File: config.mk
export PLATFORM = sky130hd
export DESIGN_NAME = axi_lite_cmd_arbiter_flat
export DESIGN_NICKNAME = d
export VERILOG_FILES = /design/src/rtl/axi_lite_cmd_arbiter_if.sv /design/src/rtl/axi_lite_cmd_arbiter.sv /design/src/flat_wrapper.sv
export SDC_FILE = /design/constraint.sdc
export NUM_CORES = 1
export LEC_CHECK = 0
export ABC_CLOCK_PERIOD_IN_PS = 2300
export CAP_MARGIN = 20
export CORE_ASPECT_RATIO = 2
export CORE_MARGIN = 5
export CORE_UTILIZATION = 41
export CTS_CLUSTER_DIAMETER = 100
export DETAILED_ROUTE_END_ITERATION = 10
export GPL_ROUTABILITY_DRIVEN = 0
export PLACE_DENSITY = 0.9
export SETUP_SLACK_MARGIN = 0.4
export SLEW_MARGIN = 15
export SYNTH_ARGS = -nofsm -noshare
export SYNTH_HDL_FRONTEND = slang
export SYNTH_SLANG_ARGS = --single-unit
export TNS_END_PERCENT = 30
File: constraint.sdc
create_clock -name clk -period 2.3 [get_ports clk]
set_clock_uncertainty 0.05 [all_clocks]
set_input_delay 0.69 -clock clk [delete_from_list [all_inputs] [get_ports clk]]
set_output_delay 0.69 -clock clk [all_outputs]
set_load 0.01 [all_outputs]
File: src/rtl/axi_lite_cmd_arbiter_if.sv
// -----------------------------------------------------------------------------
// axi_lite_cmd_arbiter_if
//
// Purpose: bundles the requester command/response signals and the user port of
// the shared axi_master into one interface so the arbiter and its environment
// connect through a single port.
//
// Parameter:
//   NUM_REQ          number of requesters (2..8)
//
// Signals:
//   req_valid/req_write/req_addr/req_wdata   requester commands (packed 32b)
//   req_ready/rsp_valid/rsp_rdata/rsp_err    accept and completion back
//   start_write/start_read/write_data/write_address_M/read_address
//                                            command strobes to the master
//   read_data/write_done/read_done           completion status from master
//
// Modports:
//   master  the arbiter's view (drives the requester responses and master cmds)
//   slave   the environment's view (requesters plus the axi_master user port)
// -----------------------------------------------------------------------------
interface axi_lite_cmd_arbiter_if #(
    parameter int NUM_REQ = 2
);
    logic [NUM_REQ-1:0]    req_valid;
    logic [NUM_REQ-1:0]    req_write;
    logic [NUM_REQ*32-1:0] req_addr;
    logic [NUM_REQ*32-1:0] req_wdata;
    logic [NUM_REQ-1:0]    req_ready;
    logic [NUM_REQ-1:0]    rsp_valid;
    logic [31:0]           rsp_rdata;
    logic                  rsp_err;
    logic                  start_write;
    logic                  start_read;
    logic [31:0]           write_data;
    logic [31:0]           write_address_M;
    logic [31:0]           read_address;
    logic [31:0]           read_data;
    logic                  write_done;
    logic                  read_done;

    modport master (
        input  req_valid, req_write, req_addr, req_wdata,
        input  read_data, write_done, read_done,
        output req_ready, rsp_valid, rsp_rdata, rsp_err,
        output start_write, start_read, write_data, write_address_M, read_address
    );

    modport slave (
        output req_valid, req_write, req_addr, req_wdata,
        output read_data, write_done, read_done,
        input  req_ready, rsp_valid, rsp_rdata, rsp_err,
        input  start_write, start_read, write_data, write_address_M, read_address
    );
endinterface

File: src/rtl/axi_lite_cmd_arbiter.sv
// -----------------------------------------------------------------------------
// axi_lite_cmd_arbiter
//
// Purpose: round-robin arbiter sharing one axi_master AXI4-Lite initiator
// between NUM_REQ requesters. One command is in flight at a time: the winner
// is latched, the master is started with a one-cycle strobe, the matching done
// flag is awaited, and a one-cycle response (with read data) is returned to
// the granted requester.
//
// Parameters:
//   NUM_REQ          number of requesters (2..8)
//   TIMEOUT_CYCLES   WAIT-state cycle limit, used only with AXI_ARB_TIMEOUT_EN
//
// Ports:
//   clk   single rising-edge clock
//   rst   synchronous active-high reset
//   bus   axi_lite_cmd_arbiter_if.master (requester side and master user port)
//
// Optional feature macro:
//   AXI_ARB_TIMEOUT_EN  when defined, a command whose done flag does not arrive
//                       within TIMEOUT_CYCLES WAIT cycles completes with
//                       rsp_err=1 and rsp_rdata=0; otherwise rsp_err is 0.
// -----------------------------------------------------------------------------
module axi_lite_cmd_arbiter #(
    parameter int NUM_REQ        = 2,
    parameter int TIMEOUT_CYCLES = 256
) (
    input  logic                   clk,
    input  logic                   rst,
    axi_lite_cmd_arbiter_if.master bus
);

    localparam int GW = (NUM_REQ > 1) ? $clog2(NUM_REQ) : 1;
    localparam logic [NUM_REQ-1:0] ONE_HOT_0 = NUM_REQ'(1);

    typedef enum logic [1:0] {
        IDLE,
        ISSUE,
        WAIT,
        RESP
    } state_t;

    state_t               state_q;
    logic [GW-1:0]        grant_q;
    logic [GW-1:0]        lastGrant_q;
    logic                 dirWrite_q;
    logic [NUM_REQ-1:0]   reqReady_q;
    logic [NUM_REQ-1:0]   rspValid_q;
    logic [31:0]          rspRdata_q;
    logic                 startWrite_q;
    logic                 startRead_q;
    logic [31:0]          writeData_q;
    logic [31:0]          writeAddr_q;
    logic [31:0]          readAddr_q;

    logic [GW-1:0]        winner_d;
    logic                 anyValid_d;
    logic                 doneSeen_d;

`ifdef AXI_ARB_TIMEOUT_EN
    localparam int TW = $clog2(TIMEOUT_CYCLES + 1);
    logic [TW-1:0]        timer_q;
    logic                 rspErr_q;
`endif

    // Round-robin search starting one past the last grant. Walking the
    // offsets 1..NUM_REQ and keeping the first hit gives the closest
    // requester after last_grant, and the modulo handles non-power-of-two
    // requester counts by wrapping NUM_REQ-1 back to 0.
    always_comb begin
        winner_d   = '0;
        anyValid_d = 1'b0;
        for (int i = 1; i <= NUM_REQ; i++) begin
            if (!anyValid_d && bus.req_valid[(int'(lastGrant_q) + i) % NUM_REQ]) begin
                anyValid_d = 1'b1;
                winner_d   = GW'((int'(lastGrant_q) + i) % NUM_REQ);
            end
        end
    end

    // Only the done flag of the latched direction may complete a command;
    // the opposite flag can legitimately still be high from an older command.
    always_comb begin
        doneSeen_d = dirWrite_q ? bus.write_done : bus.read_done;
    end

    // Main FSM. Every output is a register loaded on the transition into the
    // state where it must be visible, so strobes appear exactly in ISSUE/RESP
    // and are cleared by the per-cycle defaults. Address/data registers are
    // loaded straight from the winner in IDLE and then hold between commands.
    always_ff @(posedge clk) begin
        if (rst) begin
            state_q      <= IDLE;
            grant_q      <= '0;
            lastGrant_q  <= GW'(NUM_REQ - 1);
            dirWrite_q   <= 1'b0;
            reqReady_q   <= '0;
            rspValid_q   <= '0;
            rspRdata_q   <= '0;
            startWrite_q <= 1'b0;
            startRead_q  <= 1'b0;
            writeData_q  <= '0;
            writeAddr_q  <= '0;
            readAddr_q   <= '0;
`ifdef AXI_ARB_TIMEOUT_EN
            timer_q      <= '0;
            rspErr_q     <= 1'b0;
`endif
        end else begin
            reqReady_q   <= '0;
            rspValid_q   <= '0;
            startWrite_q <= 1'b0;
            startRead_q  <= 1'b0;
            case (state_q)
                IDLE: begin
                    if (anyValid_d) begin
                        grant_q    <= winner_d;
                        dirWrite_q <= bus.req_write[winner_d];
                        reqReady_q <= ONE_HOT_0 << winner_d;
                        if (bus.req_write[winner_d]) begin
                            startWrite_q <= 1'b1;
                            writeAddr_q  <= bus.req_addr[int'(winner_d)*32 +: 32];
                            writeData_q  <= bus.req_wdata[int'(winner_d)*32 +: 32];
                        end else begin
                            startRead_q  <= 1'b1;
                            readAddr_q   <= bus.req_addr[int'(winner_d)*32 +: 32];
                        end
                        state_q <= ISSUE;
                    end
                end
                ISSUE: begin
                    lastGrant_q <= grant_q;
`ifdef AXI_ARB_TIMEOUT_EN
                    timer_q     <= '0;
`endif
                    state_q     <= WAIT;
                end
                WAIT: begin
                    if (doneSeen_d) begin
                        rspValid_q <= ONE_HOT_0 << grant_q;
                        rspRdata_q <= dirWrite_q ? 32'h0 : bus.read_data;
`ifdef AXI_ARB_TIMEOUT_EN
                        rspErr_q   <= 1'b0;
`endif
                        state_q    <= RESP;
                    end
`ifdef AXI_ARB_TIMEOUT_EN
                    else if (timer_q == TW'(TIMEOUT_CYCLES - 1)) begin
                        rspValid_q <= ONE_HOT_0 << grant_q;
                        rspRdata_q <= 32'h0;
                        rspErr_q   <= 1'b1;
                        state_q    <= RESP;
                    end else begin
                        timer_q    <= timer_q + 1'b1;
                    end
`endif
                end
                RESP: begin
                    rspRdata_q <= 32'h0;
`ifdef AXI_ARB_TIMEOUT_EN
                    rspErr_q   <= 1'b0;
`endif
                    state_q    <= IDLE;
                end
                default: state_q <= IDLE;
            endcase
        end
    end

    assign bus.req_ready       = reqReady_q;
    assign bus.rsp_valid       = rspValid_q;
    assign bus.rsp_rdata       = rspRdata_q;
    assign bus.start_write     = startWrite_q;
    assign bus.start_read      = startRead_q;
    assign bus.write_data      = writeData_q;
    assign bus.write_address_M = writeAddr_q;
    assign bus.read_address    = readAddr_q;
`ifdef AXI_ARB_TIMEOUT_EN
    assign bus.rsp_err         = rspErr_q;
`else
    assign bus.rsp_err         = 1'b0;
`endif

endmodule

File: src/flat_wrapper.sv
// flat-port wrapper written by rule: the top's interface ports become plain ports
module axi_lite_cmd_arbiter_flat 
#(
    parameter int NUM_REQ        = 2,
    parameter int TIMEOUT_CYCLES = 256
)
  (clk, rst, bus_req_valid, bus_req_write, bus_req_addr, bus_req_wdata, bus_read_data, bus_write_done, bus_read_done, bus_req_ready, bus_rsp_valid, bus_rsp_rdata, bus_rsp_err, bus_start_write, bus_start_read, bus_write_data, bus_write_address_M, bus_read_address);
  axi_lite_cmd_arbiter_if #(.NUM_REQ(NUM_REQ)) bus_i ();
  input  logic clk;
  input  logic rst;
  input wire logic [$bits(bus_i.req_valid)-1:0] bus_req_valid;
  input wire logic [$bits(bus_i.req_write)-1:0] bus_req_write;
  input wire logic [$bits(bus_i.req_addr)-1:0] bus_req_addr;
  input wire logic [$bits(bus_i.req_wdata)-1:0] bus_req_wdata;
  input wire logic [$bits(bus_i.read_data)-1:0] bus_read_data;
  input wire logic [$bits(bus_i.write_done)-1:0] bus_write_done;
  input wire logic [$bits(bus_i.read_done)-1:0] bus_read_done;
  output wire logic [$bits(bus_i.req_ready)-1:0] bus_req_ready;
  output wire logic [$bits(bus_i.rsp_valid)-1:0] bus_rsp_valid;
  output wire logic [$bits(bus_i.rsp_rdata)-1:0] bus_rsp_rdata;
  output wire logic [$bits(bus_i.rsp_err)-1:0] bus_rsp_err;
  output wire logic [$bits(bus_i.start_write)-1:0] bus_start_write;
  output wire logic [$bits(bus_i.start_read)-1:0] bus_start_read;
  output wire logic [$bits(bus_i.write_data)-1:0] bus_write_data;
  output wire logic [$bits(bus_i.write_address_M)-1:0] bus_write_address_M;
  output wire logic [$bits(bus_i.read_address)-1:0] bus_read_address;
  assign bus_i.req_valid = bus_req_valid;
  assign bus_i.req_write = bus_req_write;
  assign bus_i.req_addr = bus_req_addr;
  assign bus_i.req_wdata = bus_req_wdata;
  assign bus_i.read_data = bus_read_data;
  assign bus_i.write_done = bus_write_done;
  assign bus_i.read_done = bus_read_done;
  assign bus_req_ready = bus_i.req_ready;
  assign bus_rsp_valid = bus_i.rsp_valid;
  assign bus_rsp_rdata = bus_i.rsp_rdata;
  assign bus_rsp_err = bus_i.rsp_err;
  assign bus_start_write = bus_i.start_write;
  assign bus_start_read = bus_i.start_read;
  assign bus_write_data = bus_i.write_data;
  assign bus_write_address_M = bus_i.write_address_M;
  assign bus_read_address = bus_i.read_address;
  axi_lite_cmd_arbiter #(.NUM_REQ(NUM_REQ), .TIMEOUT_CYCLES(TIMEOUT_CYCLES)) u_core (.clk(clk), .rst(rst), .bus(bus_i));
endmodule
==> parameters.txt, run 1 <==
Parameter                              Value

Global route
  Pin count of the biggest net entering global routing    62
  Total congestion overflow after global routing    0
  Number of antenna violations at the first check in global routing    0
  All-layer global routing usage    0.229
  Met3 layer usage reported by global route    0.0645
  GR Util met2    0.430
  Peak-usage layer in the global routing report    met2
  Grt met1 use    0.233
  Vias in the first global route    6,194
  Global-route wire length before repair    between 30,000 and 40,000 um

Cells and area
  Commonest non-fill, non-tap cells in the layout    201 x sky130_fd_sc_hd__clkdlybuf4s50_1, 139 x sky130_fd_sc_hd__dfxtp_1, 97 x sky130_fd_sc_hd__a21oi_1
  Nets@finish    1,071
  Total non-filler cell area in the finished layout    10,400 um2
  Antenna diodes    0
  Fraction of layout cells with a size suffix above 1    0.194
  Final core utilization    0.684
  Filler-free cell count of the finished design    1,109
  Number of fill cells in the layout    1,144
  Most common cell after layout, fill and taps aside    sky130_fd_sc_hd__clkdlybuf4s50_1
  Synthesis-to-finish area growth    64.9%

CTS
  Maximum clock insertion buffer count    2
  Clk pin slew, worst setup/hold paths    60 ps
  Worst skew pair latency    400 ps
  Total number of H-tree levels    4
  Number of hold buffers added after cts    0
  Count of clock tree sinks    139
  Num CTS Buffers    17
  Buffer cell driving the clock tree root    sky130_fd_sc_hd__clkbuf_16
  CTS tree    done

STA
  Fmax    489 MHz
  Number of failing setup endpoints in the final timing report    0
  Shortest period the worst path allows    2040 ps
  Final hold vios    0
  Total count of max-transition violations in the final report    0
  Final clock period utilization by the worst path    0.889
  Unrepaired setup endpoints after global routing    true
  Slew at the pin closest to its max-slew limit    about 510 ps
  Fin Setup TNS    0 ps
  Relative slew slack    0.648

Synthesis
  Yosys warning count    0
  Post-synthesis mux area share    0.105
  Largest family of logic cells by synthesized area    compound AO/OA/AOI/OAI gates
  Xor/xnor share of the synthesized area    0
  Area fraction in compound gates after synthesis    0.298
  Nets in the synthesized netlist    773
  Ranking of synthesized cells by area    sky130_fd_sc_hd__dfxtp_1 44%, sky130_fd_sc_hd__a211oi_2 18%, sky130_fd_sc_hd__mux2i_1 10%, sky130_fd_sc_hd__a21oi_1 7.7%, sky130_fd_sc_hd__nand2b_1 3.3%
  Unique cell type count in the Yosys netlist    34
  Fraction of the yosys area taken by sequential cells    0.441
  Cell Area, Synth    6320 um2
  Basic-gate share of the synthesized area counting and, or, nand and nor cells    0.0798
  Adder-cell area share of the yosys netlist    0.00990
  Number of instances in the synthesized netlist    600
  Synthesized area per cell    10.5 um2
  Top cell type by total area after synthesis    sky130_fd_sc_hd__dfxtp_1
  Number of synthesized register bits    139
  Fraction of post-synthesis cell area in the top cell type by area    0.441

Die
  Area of the die    18,100 um2
  IO Count    303
  Effective utilization at floorplan    0.415
  Core Box Area    15,200 um2
  Chip Width    97.8 um
  Height of the chip    roughly 190 um
  FP Rows    64

Setup path
  Data required time at the worst endpoint    1560 ps
  Launching element type of the critical path    register
  Type of the worst setup path    reg -> out
  Largest incremental delay on the critical path    550 ps
  Worst setup path start    u_core.bus.write_data[14]$_SDFFE_PP0P_
  Maximum fanout count along the critical path    2
  Type of destination of the critical path    primary output
  Slowest stage cell on the critical path    sky130_fd_sc_hd__clkdlybuf4s50_1
  Number of cells traversed by the worst register-to-register path    5
  Kind of cell adding the most delay to the critical path    buffers and inverters
  Chain of cells forming the critical path    clkdlybuf4s50_1
  Register-to-register setup slack    450 ps
  WP data arrival    between 1000 and 1500 ps
  Worst flop-to-flop path startpoint    u_core.state_q[0]$_SDFFE_PP0P_
  WP buf/inv    1
  Endpoint of the most critical register-to-register path    u_core.bus.read_address[5]$_SDFFE_PP0P_

Pwr
  Total design power    11.2 mW
  Cell Pwr Density    1070 nW/um2
  Leakage    4.51 nW
  VDD IR max    0.760 mV

Hold path
  Start point of the worst hold path    u_core.bus.rsp_rdata[11]$_SDFFE_PP0P_
  Number of cells traversed by the worst hold path    2
  Hold path endpoint    u_core.bus.rsp_rdata[11]$_SDFFE_PP0P_
  Type of the most critical hold path    reg -> reg

Route
  Detailed router's first-iteration violation count    around 180
  Detail-routed net length per standard cell    19.4 um
  Detailed Routing Iterations Pass 1    4
  Routed vias/inst    5.26
  Vias    5,837
  Residual DRC count    0
  Antenna-violating nets left    0
  Final routed wirelength across all metal layers    between 20,000 and 25,000 um

Placement
  Quantity of I/O buffers inserted on ports    between 300 and 400
  Cell area reported after detailed placement    between 9000 and 10,000 um2
  Cell count after placement    about 1,100
  HPWL after detailed placement    15,600 um

Run status
  Status    complete, no violations

Flow run
  Reported max-cap violation count    0
[power breakdown]
| part | total [mW] | switching [mW] | leakage, nW | internal [mW] |
|---|---|---|---|---|
| combinational | 4.96 | 2.60 | 3.07 | 2.36 |
| clock | 2.80 | 1.15 | 0.293 | 1.64 |
| sequential | 3.39 | 0.342 | 1.14 | 3.05 |
| total | 11.2 | 4.10 | 4.51 | 7.06 |
[metrics by stage]
| stage | hold slack (ps) | setup slack (ps) |
|---|---|---|
| floorplan | 390 | 365 |
| global placement | 400 | -145 |
| detailed placement | 405 | -228 |
| CTS | 417 | 246 |
| global route | 437 | 228 |
| finish | 413 | 256 |
[repair_timing]
item | 4_1_cts | 5_1_grt
resized for setup | 72 | 33
setup endpoints to repair | 230 | 113
pin swaps | 2 | 0
buffers inserted | 3 | 0
hold endpoints to repair | 0 | 0
cloned | 3 | 0
[how the worst max path moves through the flow]
| stage | slack [ps] | to | cells after the start |
|---|---|---|---|
| after floorplan | 370 | u_core.bus.write_address_M[0]$_SDFFE_PP0P_ | 7 |
| after global placement | -140 | u_core.bus.read_address[22]$_SDFFE_PP0P_ | 6 |
| after detailed placement | -230 | u_core.bus.read_address[9]$_SDFFE_PP0P_ | 5 |
| after CTS | 250 | bus_rsp_rdata[1] | 1 |
| after global routing | 230 | bus_write_data[14] | 1 |
| final | 260 | bus_write_data[14] | 1 |
[area by class of cell]
type	count	area, um2	share of cell area
repair buffers	345	3610	0.346
multi-input cells	391	3160	0.303
flip-flops and latches	139	2780	0.267
clock buffers	17	425	0.0409
well taps	198	248	0.0238
clock inverters	15	178	0.0171
inverters	4	15.0	0.00144
[cells by family (layout without fill, tap and decap cells)]
kind of cell    Yosys count  in the layout
simple gates             87             87
flops                   139            139
compound gates          232            232
fa+ha+maj                 5              5
buf+inv                  70            381
mux                      66             66
other cells               1              1
[per-layer routing]
| layer | wire length (um) | share of wire |
|---|---|---|
| met1 | 7640 | 0.35 |
| met2 | 11900 | 0.55 |
| met3 | 1140 | 0.053 |
| met4 | 870 | 0.040 |
| met5 | 0 | 0 |
[flip-flops by register name (all words and copies together), names as in the netlist]
signal,cells
u_core.bus.read_address,32
u_core.bus.req_ready,2
u_core.bus.rsp_rdata,32
u_core.bus.rsp_valid,2
u_core.bus.start_read,1
u_core.bus.start_write,1
u_core.bus.write_address_M,32
u_core.bus.write_data,32
u_core.dirWrite_q,1
u_core.grant_q,1
u_core.lastGrant_q,1
u_core.state_q,2
[synth_stat cells (all sizes together)]
cell,number
and2,2
nand2,2
inv,4
a21oi,98
nand3,32
mux2i,66
and3b,1
ha,5
nor4bb,1
a22oi,1
a32o,2
conb,1
dfxtp,139
nor4b,1
nor2,6
nor3b,1
o21ai,32
a211oi,96
clkbuf,31
buf,35
o21a,1
nand2b,34
nor2b,3
nor3,4
a21boi,1
a211o,1
Note: power is estimated with default switching activity, not from simulation.
==> run 2, diff against run 1 <==
--- a/config.mk
+++ b/config.mk
@@ -8,7 +8,6 @@
 export ABC_CLOCK_PERIOD_IN_PS = 2300
 export CAP_MARGIN = 20
 export CORE_ASPECT_RATIO = 2
-export CORE_MARGIN = 5
 export CORE_UTILIZATION = 41
 export CTS_CLUSTER_DIAMETER = 100
 export DETAILED_ROUTE_END_ITERATION = 10
==> parameters.txt, run 2 (synthesized netlist as in run 1, its figures left out) <==
Parameter                              Value

STA
  Shortest period the worst path allows    2050 ps (+5.88 ps)
  Fmax    488 MHz (-0.29%)
  Post-route worst hold slack    413 ps (+0.167 ps)
  Number of failing setup endpoints in the final timing report    0 (unchanged)
  Total count of max-transition violations in the final report    0 (unchanged)
  Unrepaired setup endpoints after global routing    true
  Final hold vios    0 (unchanged)
  Final clock period utilization by the worst path    0.891 (+0.00256)
  Fin Setup TNS    0 ps (unchanged)

Hold path
  Number of cells traversed by the worst hold path    2 (unchanged)
  Start point of the worst hold path    u_core.bus.rsp_rdata[28]$_SDFFE_PP0P_
  Hold path endpoint    u_core.bus.rsp_rdata[28]$_SDFFE_PP0P_
  Type of the most critical hold path    reg -> reg

Pwr
  Logic gate share of total power    0.455 (+0.010)
  VDD IR max    0.687 mV (-9.6%)
  Internal power contribution    7.20 mW (+2.0%)
  Sw Ratio    0.359 (-0.00823)
  Part of the power in the clock network    0.242 (-0.009)
  Share of power burned in registers    0.303 (about the same)
  Cell Pwr Density    1060 nW/um2 (-0.96%)
  Switching pwr    4.03 mW (-1.6%)
  Leakage    4.70 nW (+4.3%)

Cells and area
  Multi-input combinational cell area    3160 um2 (+0.20%)
  Synthesis-to-finish area growth    67.6%
  Number of fill cells in the layout    1,047 (-8.5%)
  Nets@finish    1,082 (+1.0%)
  Sequential cell area in the final layout    2780 um2 (unchanged)
  Fraction of layout cells with a size suffix above 1    0.203 (+0.00853)
  Most common cell after layout, fill and taps aside    sky130_fd_sc_hd__clkdlybuf4s50_1
  Commonest non-fill, non-tap cells in the layout    220 x sky130_fd_sc_hd__clkdlybuf4s50_1, 139 x sky130_fd_sc_hd__dfxtp_1, 96 x sky130_fd_sc_hd__a21oi_1

Flow run
  Reported max-cap violation count    0 (unchanged)

CTS
  Total number of H-tree levels    4 (unchanged)
  Buffer cell driving the clock tree root    sky130_fd_sc_hd__clkbuf_16
  CTS tree    done
  Count of clock tree sinks    139 (unchanged)
  Maximum clock insertion buffer count    2 (unchanged)
  Clk pin slew, worst setup/hold paths    60 ps (about the same)
  Worst skew pair latency    410 ps (about the same)
  Num CTS Buffers    17 (unchanged)

Die
  Chip Width    89.8 um (-8.2%)
  Height of the chip    178 um (-4.3%)
  Effective utilization at floorplan    0.424 (+0.00882)
  Area of the die    15,900 um2 (-12%)
  Core Box Area    14,900 um2 (-2.1%)
  IO Count    303 (unchanged)
  FP Rows    63 (-1.6%)

Setup path
  Data required time at the worst endpoint    1560 ps (about the same)
  Number of cells traversed by the worst register-to-register path    5 (unchanged)
  WP data arrival    1310 ps (about the same)
  Kind of cell adding the most delay to the critical path    buffers and inverters
  Endpoint of the most critical register-to-register path    u_core.bus.write_address_M[6]$_SDFFE_PP0P_
  Slowest stage cell on the critical path    sky130_fd_sc_hd__clkdlybuf4s50_1
  Type of the worst setup path    reg -> out
  Largest incremental delay on the critical path    580 ps (+30 ps)
  Chain of cells forming the critical path    clkdlybuf4s50_1
  WP buf/inv    1 (unchanged)
  Register-to-register setup slack    440 ps (about the same)
  Worst flop-to-flop path startpoint    u_core.state_q[0]$_SDFFE_PP0P_
  Maximum fanout count along the critical path    2 (unchanged)
  Type of destination of the critical path    primary output
  Launching element type of the critical path    register

Route
  Antenna-violating nets left    0 (unchanged)
  Detail-routed net length per standard cell    18.4 um (-5.3%)
  Vias    5,902 (+1.1%)
  Detailed router's first-iteration violation count    215 (+19%)
  Routed vias/inst    5.28 (+0.30%)
  Final routed wirelength across all metal layers    20,600 um (-4.5%)
  Residual DRC count    0 (unchanged)
  Detailed Routing Iterations Pass 1    4 (unchanged)

Global route
  Vias in the first global route    5,888 (-4.9%)
  Number of antenna violations at the first check in global routing    1 (+1)
  Pin count of the biggest net entering global routing    80 (+29%)
  Global-route wire length before repair    30,900 um (-6.3%)
  All-layer global routing usage    0.246 (+0.0174)
  Total congestion overflow after global routing    0 (unchanged)

Placement
  HPWL after detailed placement    14,100 um (-9.1%)
  Quantity of I/O buffers inserted on ports    301 (unchanged)

Run status
  Status    complete, no violations
==> run 2: cell types whose count changed in the layout (fill, tap and decap cells not counted), moves of 2 or more <==
cell	change
sky130_fd_sc_hd__buf_4	+11
sky130_fd_sc_hd__clkbuf_1	+2
sky130_fd_sc_hd__clkdlybuf4s50_1	+19
sky130_fd_sc_hd__dlygate4sd2_1	-38
sky130_fd_sc_hd__dlymetal6s2s_1	+19
sky130_fd_sc_hd__inv_8	-4
==> run 2: worst max path at each step <==
stage	from	end	cells past startpoint
after global placement	bus_req_valid[1]	u_core.bus.write_address_M[6]$_SDFFE_PP0P_	6
after detailed placement	bus_req_valid[1]	u_core.bus.write_address_M[6]$_SDFFE_PP0P_	6
after CTS	u_core.bus.write_address_M[16]$_SDFFE_PP0P_	bus_write_address_M[16]	1
after global routing	u_core.bus.write_address_M[27]$_SDFFE_PP0P_	bus_write_address_M[27]	1
final	u_core.bus.write_address_M[14]$_SDFFE_PP0P_	bus_write_address_M[14]	1
after floorplan	bus_req_valid[0]	u_core.bus.write_address_M[0]$_SDFFE_PP0P_	7
==> run 2: power groups by stage <==
stage	registers, mW	clock network, mW	logic [mW]
floorplan	3.69	0	2.51
global placement	3.43	0	4.95
detailed placement	3.45	0	5.05
CTS	3.41	2.76	5.18
global route	3.48	2.87	5.46
finish	3.41	2.71	5.11
==> run 2: cell type report <==
class,instances,share of cell area
Timing Repair Buffer,356,0.358
Multi-Input combinational cell,391,0.299
Inverter,4,0.00142
Clock buffer,20,0.0422
Clock inverter,12,0.0130
Antenna cell,1,0.000236
Sequential cell,139,0.263
Tap cell,195,0.0231
==> run 2: timing repair <==
| action | CTS | global route |
|---|---|---|
| gates cloned | 3 | 0 |
| hold buffers | 0 | 0 |
| buffers inserted | 3 | 0 |
| endpoints found under the hold margin | 0 | 0 |
| pin swaps | 2 | 0 |
| setup endpoints to repair | 231 | 174 |
| gates resized for setup | 33 | 52 |
==> run 2: worst min-delay path: stages (launching register included) <==
cell and delay (ps):
sky130_fd_sc_hd__dfxtp_1 310, sky130_fd_sc_hd__nand2b_1 60, sky130_fd_sc_hd__o21ai_1 50
==> run 2: metrics by stage <==
stage | instance area (um2) | total power, mW | cells | worst slack [ps] | utilization
2_1_floorplan | 6320 | 6.20 | 600 | 365 | -
3_3_place_gp | 9740 | 8.38 | 1079 | -240 | 0.654
5_1_grt | 10600 | 11.8 | 1118 | 228 | 0.710
6_report | 10600 | 11.2 | 1118 | 250 | 0.710
3_5_place_dp | 9740 | 8.50 | 1079 | -289 | 0.654
4_1_cts | 10500 | 11.3 | 1117 | 227 | 0.702
==> run 2: layer usage <==
| layer | part of all wire | up-vias | GRT usage |
|---|---|---|---|
| met2 | 0.53 | 234 | 0.448 |
| met3 | 0.055 | 62 | 0.0531 |
| met1 | 0.36 | 2783 | 0.262 |
| li1 | - | 2823 | - |
| met5 | 0 | - | 0 |
| met4 | 0.047 | 0 | 0.139 |
==> variant 1, RTL diff (config.mk and constraints of run 1) <==
Build with the macro `AXI_ARB_TIMEOUT_EN` defined.
--- a/src/rtl/axi_lite_cmd_arbiter.sv
+++ b/src/rtl/axi_lite_cmd_arbiter.sv
@@ -22,4 +22,6 @@
 //                       rsp_err=1 and rsp_rdata=0; otherwise rsp_err is 0.
 // -----------------------------------------------------------------------------
+`define AXI_ARB_TIMEOUT_EN
+
 module axi_lite_cmd_arbiter #(
     parameter int NUM_REQ        = 2,
Check against the original RTL: same outputs for any inputs over 4 cycles, from zero or initial values and one cycle with rst high; that may be too few to reach the edited logic, so the function may still have changed.
==> variant 1 against run 1 <==
Synthesized area rose by 1.5%. Die area rose by 1.4%. Clock power rose by 5%. Worst setup slack improved by 0.0044 ns. First-iteration DRC count fell by 30%. Sequential cell count rose by 10. Power rose by 4.9%. Routed wire length rose by 2.7%. Final area rose by 4.6%.
==> variant 1: results (changes against run 1) <==
Status
  • Outcome: finished clean

Logic synthesis
  • Post-synthesis adder-cell area fraction: 1.561% (+0.57 points)
  • Unique masters post-synth: 42 (+24%)
  • Synth Area in XOR/XNOR: 0% (unchanged)
  • Synth top cells by count: dfxtp_1, nor2_1, a211oi_2, mux2i_1, a22oi_1
  • Syn. warnings: 0 (unchanged)
  • Asr flop ratio synth: 0% (unchanged)
  • Multiplexer share of the synthesized area: 10.63% (+0.17 points)
  • Top post-synthesis cells by area: dfxtp_1, a211oi_2, mux2i_1, nor2_1, a22oi_1
  • Syn Nets: 791 (+2.3%)
  • Seq/Total Area, Yosys: 46.52% (+2.5 points)
  • Synth Area in Compound Gates: 23.96% (-5.9 points)

Global routing
  • Initial antenna violation count: 0 (unchanged)
  • Vias in the first global route: 6444 (+4.0%)
  • Largest net degree at the start of global routing: 50 (-19%)
  • First-pass GRT wire length: 33.14 mm (+0.35%)
  • Overall routing resource usage: 22.34% (-0.56 points)

Pwr
  • Static leakage: 0.004577 uW (+1.6%)
  • Peak VDD IR: 0.0007495 V (-1.4%)

Setup path
  • Slowest stage delay, CP: 0.55 ns (about the same)
  • Maximum fanout along the worst path: 2 (unchanged)
  • Critical path's slowest cell: clkdlybuf4s50_1
  • Delay-heaviest family, CP: buffers and inverters

Final layout
  • Fraction of layout cells with a size suffix above 1: 23.22% (+3.8 points)
  • Total Nets Final: 1132 (+5.7%)
  • Ant. Diodes: 0 (unchanged)
  • Fillers: 1094 (-4.4%)

Placement
  • Placed cell areas: 0.01000 mm^2 (+3.5%)
  • Number of port buffers: 302 (+0.33%)
  • Dpl hpwl: 15.99 mm (+2.8%)

Clock tree
  • Worst-path clk slew: 0.06 ns (about the same)
  • Clock Path Buffers: 2 (unchanged)
  • Clock root cell: clkbuf_16
  • Num CTS Buffers: 17 (unchanged)
  • CTS H-tree lvls: 4 (unchanged)
  • Worst-Skew Late Latency: 0.42 ns (+0.02 ns)

Route
  • Total number of vias: 6090 (+4.3%)
  • DRT antenna net count: 0 (unchanged)
  • Metal3 WL: 1.437 mm (+26%)
  • Drt first pass iters: 5 (+1)
  • Initial drt markers: 126 (-30%)
  • Post-Route WL: 22.15 mm (+2.7%)
  • Met2 wire length: 12.60 mm (+5.8%)
  • Highest routing layer actually used: met4
  • M1 WL: 7.317 mm (-4.2%)

Timing
  • Worst-Margin Slew: 0.4884 ns (-0.02474 ns)

Min path
  • Min-Delay Path Class: reg2reg
-- variant 1: cell count changes in the layout (fill, tap and decap cells not counted), moves of 11 or more --
cell / delta
a211oi_1: +14
a211oi_2: -14
a21oi_1: -90
a22oi_1: +31
buf_4: +22
clkdlybuf4s50_1: +13
dlygate4sd2_1: +15
dlymetal6s2s_1: -27
nand2b_1: -31
nand3_1: -29
nor2_1: +122
nor2_2: +11
o21ai_1: -32
-- variant 1: per-stage QoR --
| stage | utilization (%) | std cells | setup TNS [ns] | setup slack (ns) |
|---|---|---|---|---|
| after floorplan | - | 615 | 0 | 0.4941 |
| after global placement | 65.04 | 1119 | -7.088 | -0.1833 |
| after detailed placement | 65.04 | 1119 | -12.13 | -0.1869 |
| after CTS | 68.45 | 1151 | 0 | 0.2444 |
| after global routing | 70.83 | 1167 | 0 | 0.2132 |
| final | 70.83 | 1167 | 0 | 0.2602 |
-- variant 1: per-layer routing --
metal	vias to the layer above	track usage (%)
li1	2901	-
met1	2890	21.53
met2	247	43.04
met3	52	6.196
met4	0	9.469
met5	-	0
-- variant 1: final timing paths --
| path | cells after the start | to | from | slack (ns) |
|---|---|---|---|---|
| setup / recovery | 1 | bus_write_data[24] | u_core.bus.write_data[24]$_SDFFE_PP0P_ | 0.26 |
| setup reg to reg | 9 | u_core.bus.write_address_M[6]$_SDFFE_PP0P_ | u_core.state_q[0]$_SDFFE_PP0P_ | 0.40 |
| hold / removal | 2 | u_core.bus.rsp_err$_SDFFE_PP0P_ | u_core.bus.rsp_err$_SDFFE_PP0P_ | 0.41 |
| hold reg to reg | 2 | u_core.bus.rsp_err$_SDFFE_PP0P_ | u_core.bus.rsp_err$_SDFFE_PP0P_ | 0.41 |
-- variant 1: timing repair --
| action | in CTS | in global routing |
|---|---|---|
| resized for setup | 81 | 47 |
| cloned | 0 | 5 |
| hold buffers | 0 | 0 |
| endpoints found under the hold margin | 0 | 0 |
| setup endpoints to repair | 273 | 194 |
| buffers inserted | 0 | 11 |
| pin swaps | 0 | 7 |
-- variant 1: where the power goes --
group | leakage, uW | internal (uW) | switching [uW] | total (uW)
logic | 0.00305 | 2680 | 2580 | 5260
registers | 0.00122 | 3160 | 340 | 3500
clock network | 0.000305 | 1780 | 1160 | 2940
total | 0.00458 | 7630 | 4070 | 11700
-- variant 1: final cells by class --
class	instances	area [um^2]	area share, %
inverter	7	26.28	0.2413
clock buffer	19	452.9	4.159
clock inverter	13	172.7	1.585
sequential	149	2993	27.48
timing repair buffer	374	3755	34.48
tap	198	247.7	2.275
multi-input combinational	407	3243	29.78
==> variant 2, RTL diff (flow settings as in run 1) <==
Made on the original files. The 4 states of `state_t` get a one-hot encoding in 4 bits.
--- a/src/rtl/axi_lite_cmd_arbiter.sv
+++ b/src/rtl/axi_lite_cmd_arbiter.sv
@@ -34,9 +34,9 @@
     localparam logic [NUM_REQ-1:0] ONE_HOT_0 = NUM_REQ'(1);
 
-    typedef enum logic [1:0] {
-        IDLE,
-        ISSUE,
-        WAIT,
-        RESP
+    typedef enum logic [3:0] {
+        IDLE  = 4'b0001,
+        ISSUE = 4'b0010,
+        WAIT  = 4'b0100,
+        RESP  = 4'b1000
     } state_t;
 
Formal check against the unedited RTL: same outputs for any inputs over 4 cycles, from zero or initial values and one cycle with rst high; so few cycles prove little.
==> variant 2 against run 1 <==
First-iteration DRC count is 120% higher. Sequential share of layout area down 1.6 points. Synthesized cell count increased by 38%. Worst setup slack got worse by 0.017 ns. Count of clock-buffer cells in the layout up 1. Core utilization decreased by 0.85 points. Final area rose by 7.7%. Worst hold slack worse by 0.015 ns. Sequential cell count rose by 2. Routed wire length is 21% higher. Largest cell class unchanged. Synthesized area up 8.5%. Non-clock buffer count increased by 19.
Power is not compared: it rests on default switching activity, and its combinational part moved more than twofold at a synthesized area within 25%.
==> variant 2: results (changes against run 1) <==
Status
  • Outcome: finished clean

Setup path
  • Worst reg-to-reg setup slack: 0.45 ns (about the same)
  • R2R Path Start: u_core.state_q[2]$_SDFFE_PP0P_
  • Crit path DAT: 1.32 ns (+0.02 ns)
  • Crit path from: u_core.bus.write_data[2]$_SDFFE_PP0P_
  • Delay-heaviest family, CP: buffers and inverters
  • Slowest stage delay, CP: 0.57 ns (+0.02 ns)
  • Worst r2r dst: u_core.bus.rsp_rdata[25]$_SDFFE_PP0P_
  • Setup crit end: bus_write_data[2]

Logic synthesis
  • Post-synthesis adder-cell area fraction: 0% (-0.99 points)
  • Multiplexer share of the synthesized area: 1.004% (-9.5 points)
  • Unique masters post-synth: 40 (+18%)
  • Top post-synthesis cells by area: dfxtp_1, a21oi_1, nand3b_1, nor3_1, a211oi_1
  • Synth top cells by count: a21oi_1, dfxtp_1, nand3b_1, nor3_1, clkbuf_1
  • Seq/Total Area, Yosys: 41.18% (-2.9 points)
  • Syn Nets: 995 (+29%)
  • Synth Area in Compound Gates: 23.62% (-6.2 points)

Final layout
  • Total Nets Final: 1278 (+19%)
  • Fraction of layout cells with a size suffix above 1: 12.73% (-6.7 points)

Min path
  • Hold endpoint: u_core.bus.rsp_rdata[13]$_SDFFE_PP0P_
  • Hold Path Origin: u_core.bus.rsp_rdata[13]$_SDFFE_PP0P_
  • Min-Delay Path Class: reg2reg

Placement
  • Dpl hpwl: 18.41 mm (+18%)

Global routing
  • Largest net degree at the start of global routing: 71 (+15%)
  • Vias in the first global route: 7718 (+25%)
  • Initial antenna violation count: 1 (+1)
  • Overall routing resource usage: 25.11% (+2.2 points)
  • First-pass GRT wire length: 39.16 mm (+19%)

Route
  • Via-to-Cell Ratio: 5.811 (+10%)
  • Initial drt markers: 401 (+120%)
  • Routed WL per cell: 19.56 um (+0.60%)
  • Drt first pass iters: 5 (+1)
-- variant 2: timing repair --
item	in CTS	in global routing
gates cloned	5	1
pin swaps	4	1
endpoints found under the setup margin	241	226
resized for setup	18	68
buffers inserted	2	1
hold buffers	0	0
-- variant 2: layout make-up --
type / instances / area (um^2)
repair buffers: 364 / 3886
clock buffers: 18 / 439.2
well taps: 207 / 259.0
fillers: 1253 / 5380
clock inverters: 14 / 121.4
flip-flops and latches: 141 / 2823
multi-input cells: 583 / 3676
diodes: 1 / 2.502
inverters: 3 / 11.26
-- variant 2: stage by stage --
step	std cells	setup slack [ns]	utilization [%]	power, uW	hold WS, ns
after floorplan	827	0.3818	-	3820	0.3897
after global placement	1289	-0.3195	62.24	4851	0.3898
after detailed placement	1289	-0.3486	62.24	4907	0.3926
after CTS	1328	0.1835	66.55	7575	0.4005
after global routing	1330	0.1984	67.57	7824	0.4170
final	1331	0.2393	67.59	7529	0.3972
-- variant 2: per-layer routing --
layer	part of all wire (%)	GRT usage (%)
met1	37	29.08
met2	48	41.27
met3	11	8.249
met4	3.8	11.78
met5	0.050	0
-- variant 2: logic make-up (layout without fill, tap and decap cells) --
kind of cell           count (synthesis)  in the layout
and+or+nand+nor                      292            292
AOI/OAI and AO/OA                    285            285
DFF                                  141            141
buffers and inverters                103            399
muxes                                  5              5
other                                  1              2
-- variant 2: report_power, final --
| part | total, uW | internal (uW) | switching (uW) |
|---|---|---|---|
| Combinational | 2120 | 1100 | 1020 |
| Clock | 2590 | 1510 | 1080 |
| Sequential | 2820 | 2670 | 152 |
| Total | 7530 | 5280 | 2250 |
-- variant 2: worst register-to-register path, delay by kind of cell, from the launching register on --
kind / cells / cell delay [ns]
simple gates: 3 / 0.83
buf+inv: 1 / 0.20
flops: 1 / 0.52
compound gates: 1 / 0.18
